**config.mk**
```make
export PLATFORM = sky130hd
export DESIGN_NAME = sram_rr_arbiter
export DESIGN_NICKNAME = d
export VERILOG_FILES = /design/src/rtl/sram_rr_arbiter.sv
export SDC_FILE = /design/constraint.sdc
export NUM_CORES = 1
export LEC_CHECK = 0
export CAP_MARGIN = 30
export CORE_AREA = 10 10 174 176
export DETAILED_ROUTE_END_ITERATION = 10
export DIE_AREA = 0 0 184 186
export HOLD_SLACK_MARGIN = 0.06
export PLACE_DENSITY_LB_ADDON = 0.2
export SETUP_SLACK_MARGIN = 0.02
export SLEW_MARGIN = 10
export SYNTH_ARGS = -nofsm -noshare
export SYNTH_HDL_FRONTEND = slang
export SYNTH_SLANG_ARGS = --single-unit
export TNS_END_PERCENT = 30
```
**constraint.sdc**
```tcl
create_clock -name clk -period 7.5 [get_ports clk]
set_clock_uncertainty 0.15 [all_clocks]
set_input_delay 1.5 -clock clk [delete_from_list [all_inputs] [get_ports clk]]
set_output_delay 1.5 -clock clk [all_outputs]
set_load 0.01 [all_outputs]
```
**src/rtl/sram_rr_arbiter.sv**
```systemverilog
// rtl/sram_rr_arbiter.sv - four-requester round-robin arbiter onto a dual-port SRAM macro
module sram_rr_arbiter #(
  parameter int ADDR_W = 7
) (
  input  logic                clk,
  input  logic                reset,
  input  logic [3:0]          req_valid,
  output logic [3:0]          req_ready,
  input  logic [3:0]          req_we,
  input  logic [4*ADDR_W-1:0] req_addr,
  input  logic [127:0]        req_wdata,
  input  logic [15:0]         req_mask,
  output logic [3:0]          resp_valid,
  output logic [127:0]        resp_rdata,
  output logic [ADDR_W-1:0]   sram_a1,
  output logic [ADDR_W-1:0]   sram_a2,
  output logic                sram_csb1,
  output logic                sram_csb2,
  output logic                sram_web1,
  output logic                sram_web2,
  output logic                sram_oeb1,
  output logic                sram_oeb2,
  output logic [3:0]          sram_bytemask1,
  output logic [3:0]          sram_bytemask2,
  output logic [31:0]         sram_i1,
  output logic [31:0]         sram_i2,
  input  logic [31:0]         sram_o1,
  input  logic [31:0]         sram_o2
);

  logic [1:0] rr_ptr;
  logic [3:0] pend;
  logic [3:0] pend_port;  // 0 = port 1, 1 = port 2
  logic [3:0] pend_rd;

  logic       p1_hit, p2_hit;
  logic [1:0] p1_idx, p2_idx;
  logic [1:0] idx;
  logic       conflict;

  // Scan from rr_ptr: first valid takes port 1, next non-conflicting valid takes port 2
  always_comb begin
    p1_hit   = 1'b0;
    p1_idx   = 2'd0;
    p2_hit   = 1'b0;
    p2_idx   = 2'd0;
    idx      = 2'd0;
    conflict = 1'b0;
    if (!reset) begin
      for (int k = 0; k < 4; k++) begin
        idx = rr_ptr + 2'(k);
        conflict = (req_addr[32'(idx)*ADDR_W +: ADDR_W] == req_addr[32'(p1_idx)*ADDR_W +: ADDR_W])
                   && (req_we[idx] || req_we[p1_idx]);
        if (req_valid[idx]) begin
          if (!p1_hit) begin
            p1_hit = 1'b1;
            p1_idx = idx;
          end else if (!p2_hit && !conflict) begin
            p2_hit = 1'b1;
            p2_idx = idx;
          end
        end
      end
    end
  end

  // Grant vector is the set of requesters placed on a port this cycle
  always_comb begin
    req_ready = 4'd0;
    if (p1_hit) req_ready[p1_idx] = 1'b1;
    if (p2_hit) req_ready[p2_idx] = 1'b1;
  end

  // Drive the macro ports from the selected requests, idle values otherwise
  always_comb begin
    sram_csb1      = 1'b1;
    sram_web1      = 1'b1;
    sram_oeb1      = 1'b1;
    sram_a1        = '0;
    sram_bytemask1 = 4'd0;
    sram_i1        = 32'd0;
    sram_csb2      = 1'b1;
    sram_web2      = 1'b1;
    sram_oeb2      = 1'b1;
    sram_a2        = '0;
    sram_bytemask2 = 4'd0;
    sram_i2        = 32'd0;
    if (p1_hit) begin
      sram_csb1      = 1'b0;
      sram_web1      = ~req_we[p1_idx];
      sram_oeb1      = req_we[p1_idx];
      sram_a1        = req_addr[32'(p1_idx)*ADDR_W +: ADDR_W];
      sram_bytemask1 = req_mask[32'(p1_idx)*4 +: 4];
      sram_i1        = req_wdata[32'(p1_idx)*32 +: 32];
    end
    if (p2_hit) begin
      sram_csb2      = 1'b0;
      sram_web2      = ~req_we[p2_idx];
      sram_oeb2      = req_we[p2_idx];
      sram_a2        = req_addr[32'(p2_idx)*ADDR_W +: ADDR_W];
      sram_bytemask2 = req_mask[32'(p2_idx)*4 +: 4];
      sram_i2        = req_wdata[32'(p2_idx)*32 +: 32];
    end
  end

  // Record each grant for the one-cycle-later response and advance the pointer
  always_ff @(posedge clk) begin
    if (reset) begin
      rr_ptr    <= 2'd0;
      pend      <= 4'd0;
      pend_port <= 4'd0;
      pend_rd   <= 4'd0;
    end else begin
      pend <= req_ready;
      for (int i = 0; i < 4; i++) begin
        if (req_ready[i]) begin
          pend_port[i] <= p2_hit && (p2_idx == 2'(i));
          pend_rd[i]   <= ~req_we[i];
        end
      end
      if (p1_hit) rr_ptr <= (p2_hit ? p2_idx : p1_idx) + 2'd1;
    end
  end

  // Responses are masked during reset so a grant followed by reset never acknowledges
  always_comb begin
    resp_valid = pend & {4{~reset}};
    resp_rdata = 128'd0;
    for (int i = 0; i < 4; i++) begin
      if (resp_valid[i] && pend_rd[i])
        resp_rdata[i*32 +: 32] = pend_port[i] ? sram_o2 : sram_o1;
    end
  end

endmodule

```
== After elaboration in Yosys (flattened, before gate mapping) ==
Cells that the tools add are included.

* Add/subtract/negate cells: 4
* Multiply operators: 8
* Magnitude comparators: 11
* Eq/ne operators: 6
* Shift-type cells: 12
* Mux-type cells: 93
* Bitwise operators: 9
* Reductions and logical operators: 26

{| class="wikitable"
|+ Operators with widths
! cell !! number
|-
| two-way mux 32 bit || 10
|-
| variable part select 128 x 8 -> 32 bit || 2
|-
| variable part select 28 x 6 -> 7 bit || 8
|-
| two-way mux 2 bit || 22
|-
| two-way mux 1 bit || 41
|-
| multiplier 2 x 3 -> 5 bit (second input constant) || 8
|-
| variable part select 16 x 5 -> 4 bit || 2
|-
| < comparator 2 x 3 -> 1 bit (second input constant) || 9
|-
| binary-select mux 1 bit (select 2 bit) || 12
|-
| == test 7 bit || 3
|-
| logical AND 1 bit || 16
|-
| two-way mux 4 bit || 4
|-
| two-way mux 7 bit || 2
|-
| NOT 1 bit || 7
|-
| zero test 1 bit || 6
|-
| adder 2 x 1 -> 2 bit (second input constant) || 2
|-
| adder 2 bit (second input constant) || 2
|-
| AND 4 bit || 1
|-
| demux 1 bit (select 2 bit) || 2
|-
| == test 2 bit (second input constant) || 2
|-
| greater-or-equal comparator 2 x 1 -> 1 bit (second input constant) || 2
|-
| bitwise OR 4 bit || 1
|-
| logical OR 1 bit || 3
|-
| == test 2 x 1 -> 1 bit (second input constant) || 1
|-
| zero test 2 bit || 1
|}

* Register bits after elaboration: 14
* Bits of input ports: 246
* Output and inout port bits: 228
* Logic and storage cells: 179

== Logic depth before layout (Yosys ltp) ==
Gate-level depths: netlist (run 1).

* Depth after elaboration: 32
* Mapped depth: 25
* Depth with buffers taken out: 17

== Worst setup path after synthesis (run 1) ==
Ideal clock, no wire load.

* Kind: input to output
* Start point: in req_valid[3]
* End point: out sram_a2[0]
* Arrival: 5.439 ns
* Data required time: 5.850 ns
* Slack: 0.411 ns
* Stages: 17
* Path buffers: 2
* Path through: buf_2 mux2_4 nand2_1 o21ai_0 ha_1 nand2b_1 o2bb2ai_2 nor2_4 o21ai_1 mux4_2 o211a_1 a311o_1 o211a_1 buf_6 a31oi_4 o2bb2ai_1 a211oi_1

* Cells in the longest elaborated chain, start to end: 29

{| class="wikitable"
|+ RTL lines
! element !! line !! source
|-
| start, declared || 7 || <nowiki>input logic [3:0] req_valid,</nowiki>
|-
| binary-select mux 1 bit (select 2 bit) || 54 || <nowiki>if (req_valid[idx]) begin</nowiki>
|-
| two-way mux 1 bit (not written as such) || 54 ||
|-
| two-way mux 2 bit || 54 ||
|-
| two-way mux 2 bit || 49 || <nowiki>if (!reset) begin</nowiki>
|-
| multiplier 2 x 3 -> 5 bit / binary-select mux 1 bit (select 2 bit) (equally long branches) || 52, 53 ||
|-
| variable part select 28 x 6 -> 7 bit / two-way mux 1 bit (equally long branches) || 52, 53 ||
|-
| == test 7 bit / logical OR 1 bit (equally long branches) || 52, 53 ||
|-
| logical AND 1 bit || 53 || <nowiki>&& (req_we[idx] || req_we[p1_idx]);</nowiki>
|-
| (+13 left out) || n/a ||
|-
| logical AND 1 bit || 58 || <nowiki>end else if (!p2_hit && !conflict) begin</nowiki>
|-
| two-way mux 2 bit || 58 ||
|-
| two-way mux 2 bit || 55 || <nowiki>if (!p1_hit) begin</nowiki>
|-
| two-way mux 2 bit || 54 ||
|-
| two-way mux 2 bit || 49 ||
|-
| multiplier 2 x 3 -> 5 bit || 100 || <nowiki>sram_a2 = req_addr[32'(p2_idx)*ADDR_W +: ADDR_W];</nowiki>
|-
| variable part select 28 x 6 -> 7 bit || 100 ||
|-
| two-way mux 7 bit * || 96 || <nowiki>if (p2_hit) begin</nowiki>
|-
| end, declared || 16 || <nowiki>output logic [ADDR_W-1:0] sram_a2,</nowiki>
|}

Mark *: on every way between the ends. The rest lies on a longest branch, timed or not. The select of a mux whose other input is x is not followed.

== Worst setup path in the final report (run 1) ==
* Start point: in req_valid[2]
* End point: out sram_a2[5]

The elaborated chain is that of the path after synthesis.

==> metrics, run 1 <==
worst hold path class reg -> reg; Vert. Die Dim about 190 microns; H-tree levels 1; Syn Nets 1447; I/O pin count 474; mapped cell area 0.00852 sq mm; DP HPWL 39.2 mm; Lkg Pwr 5.69 nW; worst-path maximum fanout 6; clk buf depth 2; WP data required 5850 ps; Clock transition at path regs about 50 ps; register bit total from synthesis 14; die width around 180 microns; crit start category input port; fmax roughly 0.14 GHz; CTS tree yes; mean post-synth cell area 7.11 sq um; commonest non-fill, non-tap cells in the layout clkdlybuf4s50_1 (419), nor2_1 (197), mux2i_1 (167), buf_4 (138), nand2_1 (128); drt pass-1 iters 6; Root Buffer clkbuf_16; RSZ-0062 raised after global routing no; PD cells approximately 280 mW/mm^2; reg2reg start rr_ptr[0]; first-pass GRT wire length ~73 mm; min Tclk post-route approximately 7300 ps; status finished clean; Site Rows 60; total CTS buffers 3; Synth Area in Simple Gates 28.9%; starting DRC count in detailed routing 877; largest net degree at the start of global routing 51; GPL Wtd Cong just over 1; R2R Setup Slk 2380 ps; Crit Path Class in -> out; post-placement cell area roughly 0.014 sq mm; CP Data Arrival Time between 5000 and 6000 ps; Place WS -673 ps; main combinational cell family by area after synthesis multiplexers; area fraction in compound gates after synthesis roughly a quarter; share of cells above drive strength 1 20.3%; register area share after synthesis about 3.3%; Critical Path Source req_valid[2]; Initial Util 31.9%; Post-synth ARST share 0%; Post-Synth XOR/XNOR Area less than 1%; count of cell types in the netlist 81; final instance area 0.0151 sq mm; Cells after Synth 1199; fin crit share 96.8%; commonest non-fill, non-tap cell in the layout clkdlybuf4s50_1; DR vias/cell 5.80; core area 0.0267 sq mm; Final setup viols 0; DR vias 12000; ys flop type dfxtp_1; post-route setup TNS 0 ps; initial antenna violation count 1; DR DRC count 0; vias in the first global route 11900; Final WS setup 240 ps; crit path to sram_a2[5]; final count of pins violating max slew 0; relative slew slack 37.3%; DRT antenna net count 0; Syn-to-layout area delta 77.8%; mux cell area share after synthesis 35.6%; Worst setup EP type output pin; Routed WL 50.0 mm; Slew @ Worst Pin between 900 and 1000 ps; Post-synth EDFFs 0; Fin. Hold Viols 0; yosys warns 0; port buffer count 473; GRT Total Usage 26.8%; Max VDD drop 0.159 mV; post-synthesis adder-cell area fraction less than 1%; drt wl/cell 24.2 microns; Worst R2R End pend_rd[0]; clk sinks 14; Nets 1975; Total Die Area 0.0342 sq mm; GRT overflow 0; R2R depth 17; clock latency on the worst-skew pair roughly 250 ps; Max Cap Violations 0
cell families after synthesis:
group                      after synthesis
buffers and inverters                  140
AOI/OAI and AO/OA                      291
xor gates and xnor gates                 3
and+or+nand+nor                        512
adders and majority gates                2
muxes                                  237
DFF                                     14
how the worst min path moves through the flow:
| stage | slack [ps] | cells past startpoint | to | startpoint |
|---|---|---|---|---|
| 6_report | 350 | 2 | pend_port[0] | pend_port[0] |
| 5_1_grt | 360 | 2 | pend_port[0] | pend_port[0] |
| 4_1_cts | 350 | 2 | pend_port[0] | pend_port[0] |
| 3_5_place_dp | 340 | 2 | pend_port[0] | pend_port[0] |
| 3_3_place_gp | 310 | 2 | pend_port[0] | pend_port[0] |
| 2_1_floorplan | 350 | 2 | pend_rd[0] | pend_rd[0] |
cell usage after synthesis, drive strengths merged (19+ instances only):
library cell	number	area share, %
mux4	50	13
and2	47	3.5
mux2	19	2.6
nor3b	46	4.1
o22ai	39	2.9
inv	20	0.88
nor2	202	9.0
mux2i	168	20
clkbuf	47	2.1
a211oi	21	2.0
o21ai	28	1.7
a21oi	105	6.7
nand2b	24	1.8
buf	72	4.7
nand2	130	5.7
state kept, by name, indices dropped and copies added (netlist names):
register and cells:
pend 4, pend_port 4, pend_rd 4, rr_ptr 2
worst max-delay path, stage by stage:
cell and delay [ps]:
dlymetal6s2s_1 140, mux2_4 300, nand2_4 80, o21ai_2 70
ha_4 290, nand2b_4 150, o2bb2ai_4 80, buf_6 150
nor3_4 220, nor3b_4 230, a211oi_2 70, o31a_1 290
o41a_1 540, a21boi_0 250, buf_4 180, a31oi_4 100
buf_4 190, buf_4 140, buf_4 130, o211a_1 200
dlygate4sd2_1 290
metal layers:
layer	routed length, microns	global-route usage (%)
met1	18800	30.5
met2	24700	47.3
met3	5090	7.60
met4	1490	8.46
met5	0	0
metrics by stage:
| step | utilization, % | instances | hold WS, ps | total power [W] |
|---|---|---|---|---|
| finish | 56.7 | 2068 | 349 | 0.00429 |
| global route | 56.7 | 2068 | 361 | 0.00455 |
| CTS | 56.1 | 2063 | 346 | 0.00416 |
| detailed placement | 54.2 | 2038 | 342 | 0.00381 |
| global placement | 53.9 | 2034 | 309 | 0.00378 |
| floorplan | - | 1199 | 353 | 0.00220 |
cell type report:
class | instances | area [sq um]
antenna | 1 | 2.50
clock buffer | 4 | 88.8
fill | 2471 | 11600
inverter | 21 | 78.8
multi-input combinational | 1045 | 7990
sequential | 14 | 288
tap | 341 | 427
timing repair buffer | 642 | 6270
power by group:
part	internal (W)	switching [W]	total [W]	leakage, nW
clock network	0.0000813	0.0000389	0.000120	0.0442
registers	0.000105	0.0000562	0.000162	0.118
logic	0.00199	0.00202	0.00401	5.52
timing repair:
| item | CTS | global route |
|---|---|---|
| pin swaps | 21 | 14 |
| endpoints found under the setup margin | 50 | 50 |
| gates cloned | 2 | 1 |
| buffers inserted | 19 | 3 |
| resized for setup | 146 | 39 |
| hold buffers | 0 | 0 |
Power figures use the tool's default switching activity.
==> inputs of run 2 (changes only) <==
Settings changed: CTS_BUF_LIST from default to sky130_fd_sc_hd__clkbuf_8, RECOVER_POWER from default to 50.
==> run 2 against run 1 <==
  * Critical endpoint is now sram_a2[3]
  * Utilization decreased by 0.38 points
  * First-iteration DRC count down 0.68%
  * Final cell count rose by 0.19%
  * Global-route usage stayed put
  * Worst hold slack improved by 2.0 ps
  * Sequential share of layout area about the same
  * Count of clock-buffer cells in the layout stayed put
  * Non-clock buffer count increased by 3
  * Largest cell class unchanged
  * Power shrank 1.5%
  * The flow now finishes with violations (capacitance limit, slew limit)
  * Sequential power barely moved
  * Via count barely moved
  * Combinational power hardly changed
==> metrics, run 2 (synthesis results as in run 1) <==
drt pass-1 iters 5 (was 6); Final setup viols 0 (unchanged); Nets 1978 (was 1975); GRT Total Usage 26.8% (unchanged); Max VDD drop 0.158 mV (was 0.159 mV); vias in the first global route 12000 (was 11900); Lkg Pwr 6.00 nW (was 5.69 nW); Slew @ Worst Pin 1750 ps (was 939 ps); PD cells 281 mW/mm^2 (was 283 mW/mm^2); final count of pins violating max slew 33 (was 0); largest net degree at the start of global routing 51 (unchanged); initial antenna violation count 2 (was 1); register area 288 sq um (unchanged); WP data required 5850 ps (about the same); Crit Path Class in -> out (unchanged); footprint of the multi-input gates 0.00798 sq mm (was 0.00799 sq mm); clk sinks 14 (unchanged); DRT antenna net count 0 (unchanged); Layout Cells excl Fill 2072 (was 2068); min Tclk post-route 7350 ps (was 7260 ps); Routed WL 49.7 mm (was 50.0 mm); Sw Ratio 49.8% (was 49.3%); total CTS buffers 3 (unchanged); CP Data Arrival Time 5700 ps (was 5610 ps); Fin Hold WS 351 ps (was 349 ps); Design Power 0.00423 W (was 0.00429 W); sw power 0.00211 W (was 0.00212 W); DR vias 12000 (about the same); combinational power share 94.2% (was 93.4%); RSZ-0062 raised after global routing yes (was no); status finished, violations left (was finished clean); clk buf depth 2 (unchanged); die width 184 microns (unchanged); Seq pwr share 3.8% (about the same); Fin. Hold Viols 0 (unchanged); biggest regs pend x4, pend_port x4, pend_rd x4 (unchanged); Max Cap Violations 1 (was 0); CTS tree yes (unchanged); GPL Wtd Cong 1.01 (unchanged); Syn-to-layout area delta 76.6% (was 77.8%); fill count 2504 (was 2471); relative slew slack -16.7% (was 37.3%); I/O pin count 474 (unchanged); internal power 0.00212 W (was 0.00217 W); starting DRC count in detailed routing 871 (was 877); Root Buffer clkbuf_8 (was clkbuf_16); DR DRC count 0 (unchanged); Initial Util 31.9% (unchanged); worst-path maximum fanout 7 (was 6); Placed Instances 2038 (unchanged); drt wl/cell 24.0 microns (was 24.2 microns); Total Die Area 0.0342 sq mm (unchanged); clock latency on the worst-skew pair 260 ps (was 250 ps); share of cells above drive strength 1 21.0% (was 20.3%); DP HPWL 39.2 mm (unchanged); commonest non-fill, non-tap cell in the layout clkdlybuf4s50_1 (unchanged); worst hold path class reg -> reg (unchanged); GRT overflow 0 (unchanged); Worst setup EP type output pin (unchanged); Clk pwr share 1.9% (was 2.8%); Vert. Die Dim 186 microns (unchanged); R2R Setup Slk 2380 ps (about the same); failing checks capacitance limit, slew limit; port buffer count 473 (unchanged); core area 0.0267 sq mm (unchanged); commonest non-fill, non-tap cells in the layout clkdlybuf4s50_1 (307), nor2_1 (197), mux2i_1 (167), buf_4 (138), nand2_1 (128) (was clkdlybuf4s50_1 (419), nor2_1 (197), mux2i_1 (167), buf_4 (138), nand2_1 (128)); H-tree levels 1 (unchanged); Clock transition at path regs 70 ps (was 50 ps); Site Rows 60 (unchanged); fmax 0.136 GHz (was 0.138 GHz); DR vias/cell 5.79 (was 5.80); first-pass GRT wire length 72.7 mm (about the same); fin crit share 97.9% (was 96.8%); crit start category input port (unchanged)
## run 2: changes by cell type in the layout (fill, tap and decap cells not counted), moves of 3 or more
cell / before / now
clkbuf_8: 1 / 4
dlygate4sd2_1: 28 / 9
clkbuf_2: 4 / 18
clkbuf_1: 0 / 4
clkbuf_16: 4 / 1
clkdlybuf4s50_1: 419 / 307
clkdlybuf4s15_1: 3 / 9
dlygate4sd3_1: 0 / 111
## run 2: per-layer routing
layer / up-vias / track usage [%] / part of all wire (%)
met3: 101 / 7.86 / 11
met2: 708 / 46.7 / 49
met1: 5707 / 30.4 / 37
met5: - / 0 / 0
met4: 0 / 9.64 / 3.4
li1: 5489 / - / -
## run 2: area by class of cell
class | instances | area share, %
clock buffers | 4 | 0.366
inverters | 21 | 0.532
flip-flops and latches | 14 | 1.91
diodes | 2 | 0.0333
well taps | 341 | 2.84
repair buffers | 645 | 41.3
multi-input cells | 1045 | 53.1
## run 2: per-stage QoR
step	worst slack (ps)	TNS, ps	util, %	cell area [sq um]
finish	155	0	56.3	15000
global route	-31.9	-251	56.3	15000
CTS	8.85	0	56.0	15000
detailed placement	-673	-24530	54.2	14500
global placement	-645	-22170	53.9	14400
floorplan	411	0	-	8520
## run 2: power groups by stage
stage	logic, W	clock network, W	registers (W)
floorplan	0.00209	0	0.000114
detailed placement	0.00365	0	0.000160
finish	0.00398	0.0000812	0.000163
global route	0.00424	0.0000854	0.000167
CTS	0.00388	0.0000814	0.000160
global placement	0.00360	0	0.000182
## run 2: path summary, 6_finish.rpt
kind / startpoint / endpoint / cells past startpoint
worst min-delay path: pend_port[0] / pend_port[0] / 2
worst max-delay path: req_valid[2] / sram_a2[3] / 21
worst max register to register: rr_ptr[0] / pend_rd[1] / 16
worst min register to register: pend_port[0] / pend_port[0] / 2
## run 2: critical path, cell delays in order
cell and delay (ps):
dlygate4sd2_1 260, mux2_4 290, nand2_4 80, o21ai_4 70
ha_4 230, nand2b_4 150, o2bb2ai_4 200, nor2_4 100
buf_4 150, o21ai_4 150, mux4_2 500, o211a_1 270
a311o_1 360, o211a_4 290, buf_4 140, a211oi_4 240
buf_4 180, buf_4 120, a21oi_1 70, o211a_1 110
clkdlybuf4s15_2 230
## run 2: what timing repair did
item | 4_1_cts | 5_1_grt
hold buffers | 0 | 0
gates cloned | 1 | 1
pin swaps | 21 | 17
setup buffers | 23 | 3
setup endpoints to repair | 50 | 50
gates resized for setup | 150 | 75
